### src/rtl/config_ser_bridge.sv
// SPI mode-0 command front end for config_reg, oversampled in the clk domain.
// Optional CFG_PARITY_EN: 21-bit frames with a trailing even-parity bit.
module config_ser_bridge #(
    parameter int SYNC_STAGES = 2,
    parameter int RD_LAT      = 1
) (
    input  logic        clk,
    input  logic        reset,
    input  logic        cs_n,
    input  logic        sclk,
    input  logic        mosi,
    output logic        miso,
    output logic        cfg_write,
    output logic [2:0]  cfg_address,
    output logic [15:0] cfg_data_in,
    input  logic [15:0] cfg_data_out,
    output logic        busy,
    output logic        frame_err
);

    // state   | meaning
    // IDLE    | no frame; waits for cs_n fall
    // HDR     | shifting RW + 3-bit address
    // RD_WAIT | read frame, waiting RD_LAT cycles for cfg_data_out
    // DATA    | shifting data (write) or shifting miso out (read)
    // COMMIT  | one-cycle cfg_write
    // DONE    | write frame finished; waits for cs_n rise

`ifdef CFG_PARITY_EN
    localparam int FRAME_BITS = 21;
`else
    localparam int FRAME_BITS = 20;
`endif
    localparam int SH_W = FRAME_BITS - 4;

    typedef enum logic [2:0] {IDLE, HDR, RD_WAIT, DATA, COMMIT, DONE} state_t;
    state_t state, state_d;

    logic [SYNC_STAGES-1:0] cs_sync, sclk_sync, mosi_sync, vld_sync;
    logic cs_s, sclk_s, mosi_s;
    logic cs_q, sclk_q, armed;
    logic cs_fall, cs_rise, sclk_rise, sclk_fall;

    logic [4:0]      bit_cnt;
    logic [1:0]      wait_cnt;
    logic [SH_W-2:0] sh;
    logic [SH_W-1:0] sh_nxt;
    logic [15:0]     data_nxt;
    logic [15:0]     tx;
    logic            rw_q, fall_pend, par_ok, err_d;
    logic            in_shift, hdr_done, last_rise;

    assign cs_s   = cs_sync[SYNC_STAGES-1];
    assign sclk_s = sclk_sync[SYNC_STAGES-1];
    assign mosi_s = mosi_sync[SYNC_STAGES-1];

    // armed only after a genuine high cs_n has been seen, so a frame already
    // in progress at reset release cannot produce a falling edge
    assign cs_fall   = armed & cs_q & ~cs_s;
    assign cs_rise   = ~cs_q & cs_s;
    assign sclk_rise = sclk_s & ~sclk_q;
    assign sclk_fall = ~sclk_s & sclk_q;

    assign sh_nxt    = {sh, mosi_s};
    assign in_shift  = (state == HDR) || (state == RD_WAIT) || (state == DATA);
    assign hdr_done  = (state == HDR) && !cs_rise && sclk_rise && (bit_cnt == 5'd3);
    assign last_rise = sclk_rise && (bit_cnt == 5'(FRAME_BITS - 1));

`ifdef CFG_PARITY_EN
    logic par_q;
    assign par_ok   = ~(par_q ^ mosi_s);
    assign data_nxt = sh_nxt[16:1];
`else
    assign par_ok   = 1'b1;
    assign data_nxt = sh_nxt[15:0];
`endif

    assign busy      = (state != IDLE);
    assign cfg_write = (state == COMMIT);

    always_ff @(posedge clk) begin
        if (!reset) state <= IDLE;
        else        state <= state_d;
    end

    always_comb begin
        state_d = state;
        err_d   = 1'b0;
        case (state)
            IDLE: if (cs_fall) state_d = HDR;
            HDR: begin
                if (cs_rise) begin
                    state_d = IDLE;
                    err_d   = 1'b1;
                end else if (hdr_done) begin
                    state_d = sh_nxt[3] ? DATA : RD_WAIT;
                end
            end
            RD_WAIT: begin
                if (cs_rise) begin
                    state_d = IDLE;
                    err_d   = 1'b1;
                end else if (wait_cnt == 2'd0) begin
                    state_d = DATA;
                end
            end
            DATA: begin
                if (cs_rise) begin
                    state_d = IDLE;
                    err_d   = (bit_cnt < 5'(FRAME_BITS));
                end else if (last_rise) begin
                    if (rw_q) begin
                        if (par_ok) begin
                            state_d = COMMIT;
                        end else begin
                            state_d = DONE;
                            err_d   = 1'b1;
                        end
                    end else begin
                        err_d = !par_ok;
                    end
                end
            end
            COMMIT: state_d = cs_rise ? IDLE : DONE;
            DONE:   if (cs_rise) state_d = IDLE;
            default: state_d = IDLE;
        endcase
    end

    always_ff @(posedge clk) begin
        if (!reset) begin
            cs_sync     <= '1;
            sclk_sync   <= '0;
            mosi_sync   <= '0;
            vld_sync    <= '0;
            cs_q        <= 1'b1;
            sclk_q      <= 1'b0;
            armed       <= 1'b0;
            bit_cnt     <= '0;
            wait_cnt    <= '0;
            sh          <= '0;
            rw_q        <= 1'b0;
            tx          <= '0;
            fall_pend   <= 1'b0;
            miso        <= 1'b0;
            cfg_address <= '0;
            cfg_data_in <= '0;
            frame_err   <= 1'b0;
`ifdef CFG_PARITY_EN
            par_q       <= 1'b0;
`endif
        end else begin
            cs_sync   <= {cs_sync[SYNC_STAGES-2:0], cs_n};
            sclk_sync <= {sclk_sync[SYNC_STAGES-2:0], sclk};
            mosi_sync <= {mosi_sync[SYNC_STAGES-2:0], mosi};
            vld_sync  <= {vld_sync[SYNC_STAGES-2:0], 1'b1};
            cs_q      <= cs_s;
            sclk_q    <= sclk_s;
            if (vld_sync[SYNC_STAGES-1] && cs_s) armed <= 1'b1;

            frame_err <= err_d;

            if (state == IDLE) begin
                bit_cnt   <= '0;
                fall_pend <= 1'b0;
`ifdef CFG_PARITY_EN
                par_q     <= 1'b0;
`endif
            end else if (in_shift && sclk_rise && (bit_cnt < 5'(FRAME_BITS))) begin
                bit_cnt <= bit_cnt + 5'd1;
                sh      <= sh_nxt[SH_W-2:0];
`ifdef CFG_PARITY_EN
                par_q   <= par_q ^ mosi_s;
`endif
            end

            if (hdr_done) begin
                cfg_address <= sh_nxt[2:0];
                rw_q        <= sh_nxt[3];
                wait_cnt    <= 2'(RD_LAT);
            end

            if (state == RD_WAIT) begin
                if (wait_cnt != 2'd0) wait_cnt <= wait_cnt - 2'd1;
                if (sclk_fall) fall_pend <= 1'b1;
            end

            // a fall seen while still waiting must present bit15 right at load
            if (state == RD_WAIT && state_d == DATA) begin
                if (fall_pend || sclk_fall) begin
                    miso <= cfg_data_out[15];
                    tx   <= {cfg_data_out[14:0], 1'b0};
                end else begin
                    tx   <= cfg_data_out;
                end
            end else if (state == DATA && !rw_q && sclk_fall) begin
                miso <= tx[15];
                tx   <= {tx[14:0], 1'b0};
            end

            if (state == DATA && state_d == COMMIT) cfg_data_in <= data_nxt;

            if (state_d == IDLE) miso <= 1'b0;
        end
    end

endmodule

### config.mk
export PLATFORM = sky130hd
export DESIGN_NAME = config_ser_bridge
export DESIGN_NICKNAME = d
export VERILOG_FILES = /design/src/rtl/config_ser_bridge.sv
export SDC_FILE = /design/constraint.sdc
export NUM_CORES = 1
export LEC_CHECK = 0
export CAP_MARGIN = 20
export CORE_ASPECT_RATIO = 1.25
export CORE_MARGIN = 2
export CORE_UTILIZATION = 55
export CTS_BUF_LIST = sky130_fd_sc_hd__clkbuf_4 sky130_fd_sc_hd__clkbuf_8 sky130_fd_sc_hd__clkbuf_16
export DETAILED_ROUTE_END_ITERATION = 8
export PLACE_DENSITY_LB_ADDON = 0.3
export SYNTH_ARGS = -nofsm -noshare
export SYNTH_HDL_FRONTEND = slang
export SYNTH_SLANG_ARGS = --single-unit
### constraint.sdc
create_clock -name clk -period 2.2 [get_ports clk]
set_input_delay 0.33 -clock clk [delete_from_list [all_inputs] [get_ports clk]]
set_output_delay 0.33 -clock clk [all_outputs]
set_load 0.01 [all_outputs]
# Word-level counts from Yosys, hierarchy flattened
# Cells that the tools add are included.
dict set report word_totals {
  reg_bits 75
  inputBits 21
  out_inout_bits 23
  word_cells 98
}
dict set report op_classes {
  addsub 2
  magnitude_cmp 1
  eq_ne 10
  muxes 28
  bitwise_logic 11
  n_reduce_logical 27
}
# cell count
set ops {}
lappend ops {{$mux W16} 3}
lappend ops {{$mux W3} 10}
lappend ops {{$pmux W3 S6} 1}
lappend ops {{$logic_and A1 B1 Y1} 11}
lappend ops {{$mux W1} 10}
lappend ops {{$eq A3 B2 Y1 const B} 3}
lappend ops {{$eq A3 B3 Y1 const B} 3}
lappend ops {{$logic_not A3 Y1} 2}
lappend ops {{$mux W2} 3}
lappend ops {{$not A1 Y1} 6}
lappend ops {{$reduce_or A2 Y1} 3}
lappend ops {{$add A5 B1 Y5 const B} 1}
lappend ops {{$and A1 B1 Y1} 5}
lappend ops {{$eq A5 B2 Y1 const B} 1}
lappend ops {{$eq A5 B5 Y1 const B} 1}
lappend ops {{$lt A5 B5 Y1 const B} 1}
lappend ops {{$reduce_and A2 Y1} 2}
lappend ops {{$reduce_bool A2 Y1} 2}
lappend ops {{$eq A3 B1 Y1 const B} 1}
lappend ops {{$logic_or A1 B1 Y1} 3}
lappend ops {{$reduce_bool A3 Y1} 1}
lappend ops {{$logic_not A1 Y1} 2}
lappend ops {{$logic_not A2 Y1} 1}
lappend ops {{$ne A2 B1 Y1 const B} 1}
lappend ops {{other kinds (2)} 2}

# Logic depth before layout (Yosys ltp)
dict set report depth {
  depth_word 13
  mapped_depth 8
  mapped_depth_nobuf 5
}

# Worst setup path after synthesis
# No wires, ideal clock.
dict set report synth_timing {
  path_type {register to register}
  start {register state[2]}
  end {register miso}
  setup_time_ns 0.130
  arrival_ns 1.759
  required_time_ns 2.070
  slack_ns 0.311
  stages_incl_launch_ff 7
  path_buffers 2
  period_less_slack_ns 1.889
  cell_sequence {dfxtp_1 -> buf_6 -> or3b_4 -> or4_4 -> buf_6 -> o311ai_4 -> a221oi_2}
}
dict set report synth_between {
  elab_chain_cells 11
  elab_cells_between_ends 29
  classes_between {7 x eq/ne; 11 x mux; 11 x reduce/logical}
}
# item line
set synth_rtl {}
lappend synth_rtl {{from (decl)} 37} ;# state_t state, state_d;
lappend synth_rtl {{from (signal assigned)} 83} ;# else state <= state_d;
lappend synth_rtl {{$eq A3 B1 Y1} {66, 89}}
lappend synth_rtl {{$logic_and A1 B1 Y1 (3 in series)} 66} ;# assign hdr_done = (state == HDR) && !cs_rise && sclk_rise && (bit_cnt == 5'd3);
lappend synth_rtl {{$mux W3} 95} ;# end else if (hdr_done) begin
lappend synth_rtl {{$mux W3} 92} ;# if (cs_rise) begin
lappend synth_rtl {{$pmux W3 S6} 89} ;# case (state)
lappend synth_rtl {{$eq A3 B2 Y1} 189} ;# if (state == RD_WAIT && state_d == DATA) begin
lappend synth_rtl {{$logic_and A1 B1 Y1} 189}
lappend synth_rtl {{$ne A2 B1 Y1 (no source line) or $reduce_bool A2 Y1 (tied branches)} --}
lappend synth_rtl {{$reduce_and A2 Y1 (no source line)} --}
lappend synth_rtl {{to (signal assigned)} 191} ;# miso <= cfg_data_out[15];
lappend synth_rtl {{to (signal assigned)} 197} ;# miso <= tx[15];
lappend synth_rtl {{to (decl)} 12} ;# output logic miso,
# Several ways; a longest one is shown, not always the timed one.
# A chain may end at the register's enable or synchronous reset.

# Worst setup path after layout
dict set report layout_timing {
  start {register state[2]}
  end {output port cfg_write}
}
dict set report layout_between {
  elab_chain_cells 1
}
# item line
set layout_rtl {}
lappend layout_rtl {{$eq A3 B3 Y1} 79} ;# assign cfg_write = (state == COMMIT);
lappend layout_rtl {{to (decl)} 13} ;# output logic cfg_write,
# Every way passes these cells.

==> impl_metrics.toml <==
[status]
outcome = "completed"

[finish]
finalInstanceArea_um2 = 4050
drive_gt1_share_pct = 11.5
final_cell_mix = "dfxtp_1, clkdlybuf4s50_1, o21ai_0"
layout_commonest_cell = "dfxtp_1"
diodes = 0
area_delta_synth_final_pct = 20.5
final_nets = 444

[detailed_routing]
finalWirelength_um = 7140
dr.pass1.iters = 5
drc = 0
drt-wirelength-per-cell_um = 14.0
post_drt_via_cell_ratio = 5.76
antenna_left = 0
drt_first_iter_violations = 192
vias = 2934

[placed_design]
place_hpwl_um = 4810
globalplace.congestion = 0.910
placed_area_um2 = 3860
io_buffer_count = 43

[synthesis]
synth-async-reset-ratio_pct = 0
synth_cell_types = 47
seq_area_frac_synth_pct = 44.7
syn_nets = 406
ys_warn_count = 0
ys_seq_elements = 75
synth_edf_count = 0
syn_area_um2 = 3360
syn_inst = 384
avgSynthCellArea_um2 = 8.75
synth-main-ff-cell = "dfxtp_1"

[grt]
grt_max_degree = 53
overflow = 0
grt_pass1_vias = 2723
grt_usage_pct = 22.7
grt_pass1_wl_um = 12200
antenna_found_initial = 0

[power]
p_int_mw = 1.85
netSwitchingPower_mw = 0.609
power_density_nw_per_um2 = 608
pwr-share-clk_pct = 39.8
power_mw = 2.46
p_comb_share_pct = 4.4
p_leak_nw = 1.42
p_sw_share_pct = 24.8
peakVddDrop_mv = 0.495
p_seq_share_pct = 55.7

[clocking]
numCtsBuffers = 9
holdBufCountCts = 0
cts_resized = 0
clockBufferDepth = 2
cts_sinks = 75
post-cts-setup-buffers = 0
cts_tree = "done"
clockRootBuffer = "clkbuf_8"
clock_latency_ns = 0.35
htreeDepth = 3
path_clk_slew_ns = 0.08

[setup_path]
startpoint_type = "flop"
crit_path_end_kind = "output pin"
r2r_start = "state[2]$_SDFF_PN0_"
crit_path_max_incr_delay_ns = 0.59
worstReg2RegEnd = "miso$_SDFFE_PP0P_"
crit_fanout = 11
ff2ff_path_depth = 4
cp.required_ns = 1.87
critPathSlowestCell = "clkdlybuf4s50_1"
worstSetupPathType = "reg -> out"
crit_chain = "nor3b_1 -> clkdlybuf4s50_1"
ff2ff_setup_slack_ns = 0.21
critical_path_arrival_ns = 1.75

[die]
start_util_pct = 57.3
dieArea_um2 = 6750
num_io_pins = 44
num_rows = 31
die_x_um = 73.9
die_height_um = 91.4
coreArea_um2 = 5860

[sta]
max_freq_mhz = 481
tightest_slew_ns = 0.665
setup-violations-final = 0
fin_crit_ns = 2.08
timing.final.crit_share_pct = 94.5
finalMaxSlewViolations = 0
finalHoldViolations = 0
rsz0062_at_grt = "false"
finClkSkew_ns = 0.0104
maxSlewHeadroom_pct = 55.7
fin_setup_tns_ns = 0

[hold_path]
min_path_type = "reg -> reg"
worstHoldStart = "cs_sync[0]$_SDFF_PN1_"
hold_end = "cs_sync[1]$_SDFF_PN1_"
holdPathStages = 1

[run]
drv_cap = 0
critical path, delay by kind of cell (launching register included):
kind,cells,cell delay (ns)
buffers and inverters,1,0.59
flip-flops,1,0.49
AND/OR/NAND/NOR,1,0.32
worst max path at each step:
stage	slack (ns)	endpoint	startpoint
2_1_floorplan	0.31	miso$_SDFFE_PP0P_	state[2]$_SDFF_PN0_
3_3_place_gp	0.25	miso$_SDFFE_PP0P_	state[2]$_SDFF_PN0_
3_5_place_dp	0.23	miso$_SDFFE_PP0P_	state[2]$_SDFF_PN0_
4_1_cts	0.13	cfg_write	state[2]$_SDFF_PN0_
5_1_grt	0.06	cfg_write	state[2]$_SDFF_PN0_
6_report	0.12	cfg_write	state[2]$_SDFF_PN0_
cell type report:
type,count,area (um^2)
Fill cell,494,1810
Multi-Input combinational cell,271,1690
Sequential cell,75,1500
Timing Repair Buffer,59,551
Clock buffer,9,124
Tap cell,82,103
Clock inverter,7,60.1
Inverter,6,22.5
state kept, by name (all words and copies together) (netlist names), 2 cells and up:
register,count
bit_cnt,5
cs_sync,2
wait_cnt,2
sclk_sync,2
vld_sync,2
mosi_sync,2
cfg_address,3
tx,16
sh,15
state,3
cfg_data_in,16
kinds of logic (layout without fill, tap and decap cells):
group                      count (synthesis)  in the layout  synth area share [%]
and+or+nand+nor                          142            142                  24.4
buffers and inverters                     38             81                  5.18
DFF                                       75             75                  44.7
muxes                                     16             16                  4.77
xor gates and xnor gates                   2              2                 0.522
AOI/OAI and AO/OA                        110            110                  20.0
adders and majority gates                  1              1                 0.373
per-stage QoR:
| stage | utilization [%] | std cells | hold WS (ns) | worst slack [ns] |
|---|---|---|---|---|
| final | 69.1 | 509 | 0.419 | 0.120 |
| after global routing | 69.1 | 509 | 0.446 | 0.0568 |
| after CTS | 69.1 | 509 | 0.422 | 0.134 |
| after detailed placement | 65.9 | 493 | 0.400 | 0.226 |
| after global placement | 65.9 | 493 | 0.392 | 0.252 |
| after floorplan | - | 384 | 0.358 | 0.311 |
synth_stat cells (2+ instances only):
cell	number	area [um^2]
nand2_1	21	78.8
nand2b_1	7	43.8
nand3_2	8	80.1
inv_1	5	18.8
mux2i_1	16	160
clkbuf_1	21	78.8
xor2_1	2	17.5
or4_1	2	15.0
a31oi_1	17	106
and2_1	6	37.5
dfxtp_1	75	1500
o21ai_0	38	190
nor2b_1	3	18.8
nor3_1	3	15.0
nor3b_1	16	120
and3_1	2	12.5
clkbuf_2	2	10.0
a21oi_1	29	145
buf_6	3	33.8
nand3_1	35	175
o21a_1	15	113
or3_1	5	31.3
nor2_1	25	93.8
buf_2	5	25.0
power groups by stage:
stage          Sequential (mW)  Combinational, mW  Clock (mW)
3_5_place_dp              1.40              0.110           0
5_1_grt                   1.37              0.122        1.05
3_3_place_gp              1.40              0.108           0
4_1_cts                   1.37              0.110       0.989
6_report                  1.37              0.109       0.981
2_1_floorplan             1.40             0.0564           0
metal layers:
layer | vias up | routed length, um | global-route usage (%)
met2 | 87 | 3450 | 36.5
met1 | 1366 | 3140 | 28.0
met5 | - | 0 | 0
li1 | 1456 | - | -
met4 | 0 | 260 | 13.0
met3 | 25 | 295 | 3.77
Power figures use the tool's default switching activity.
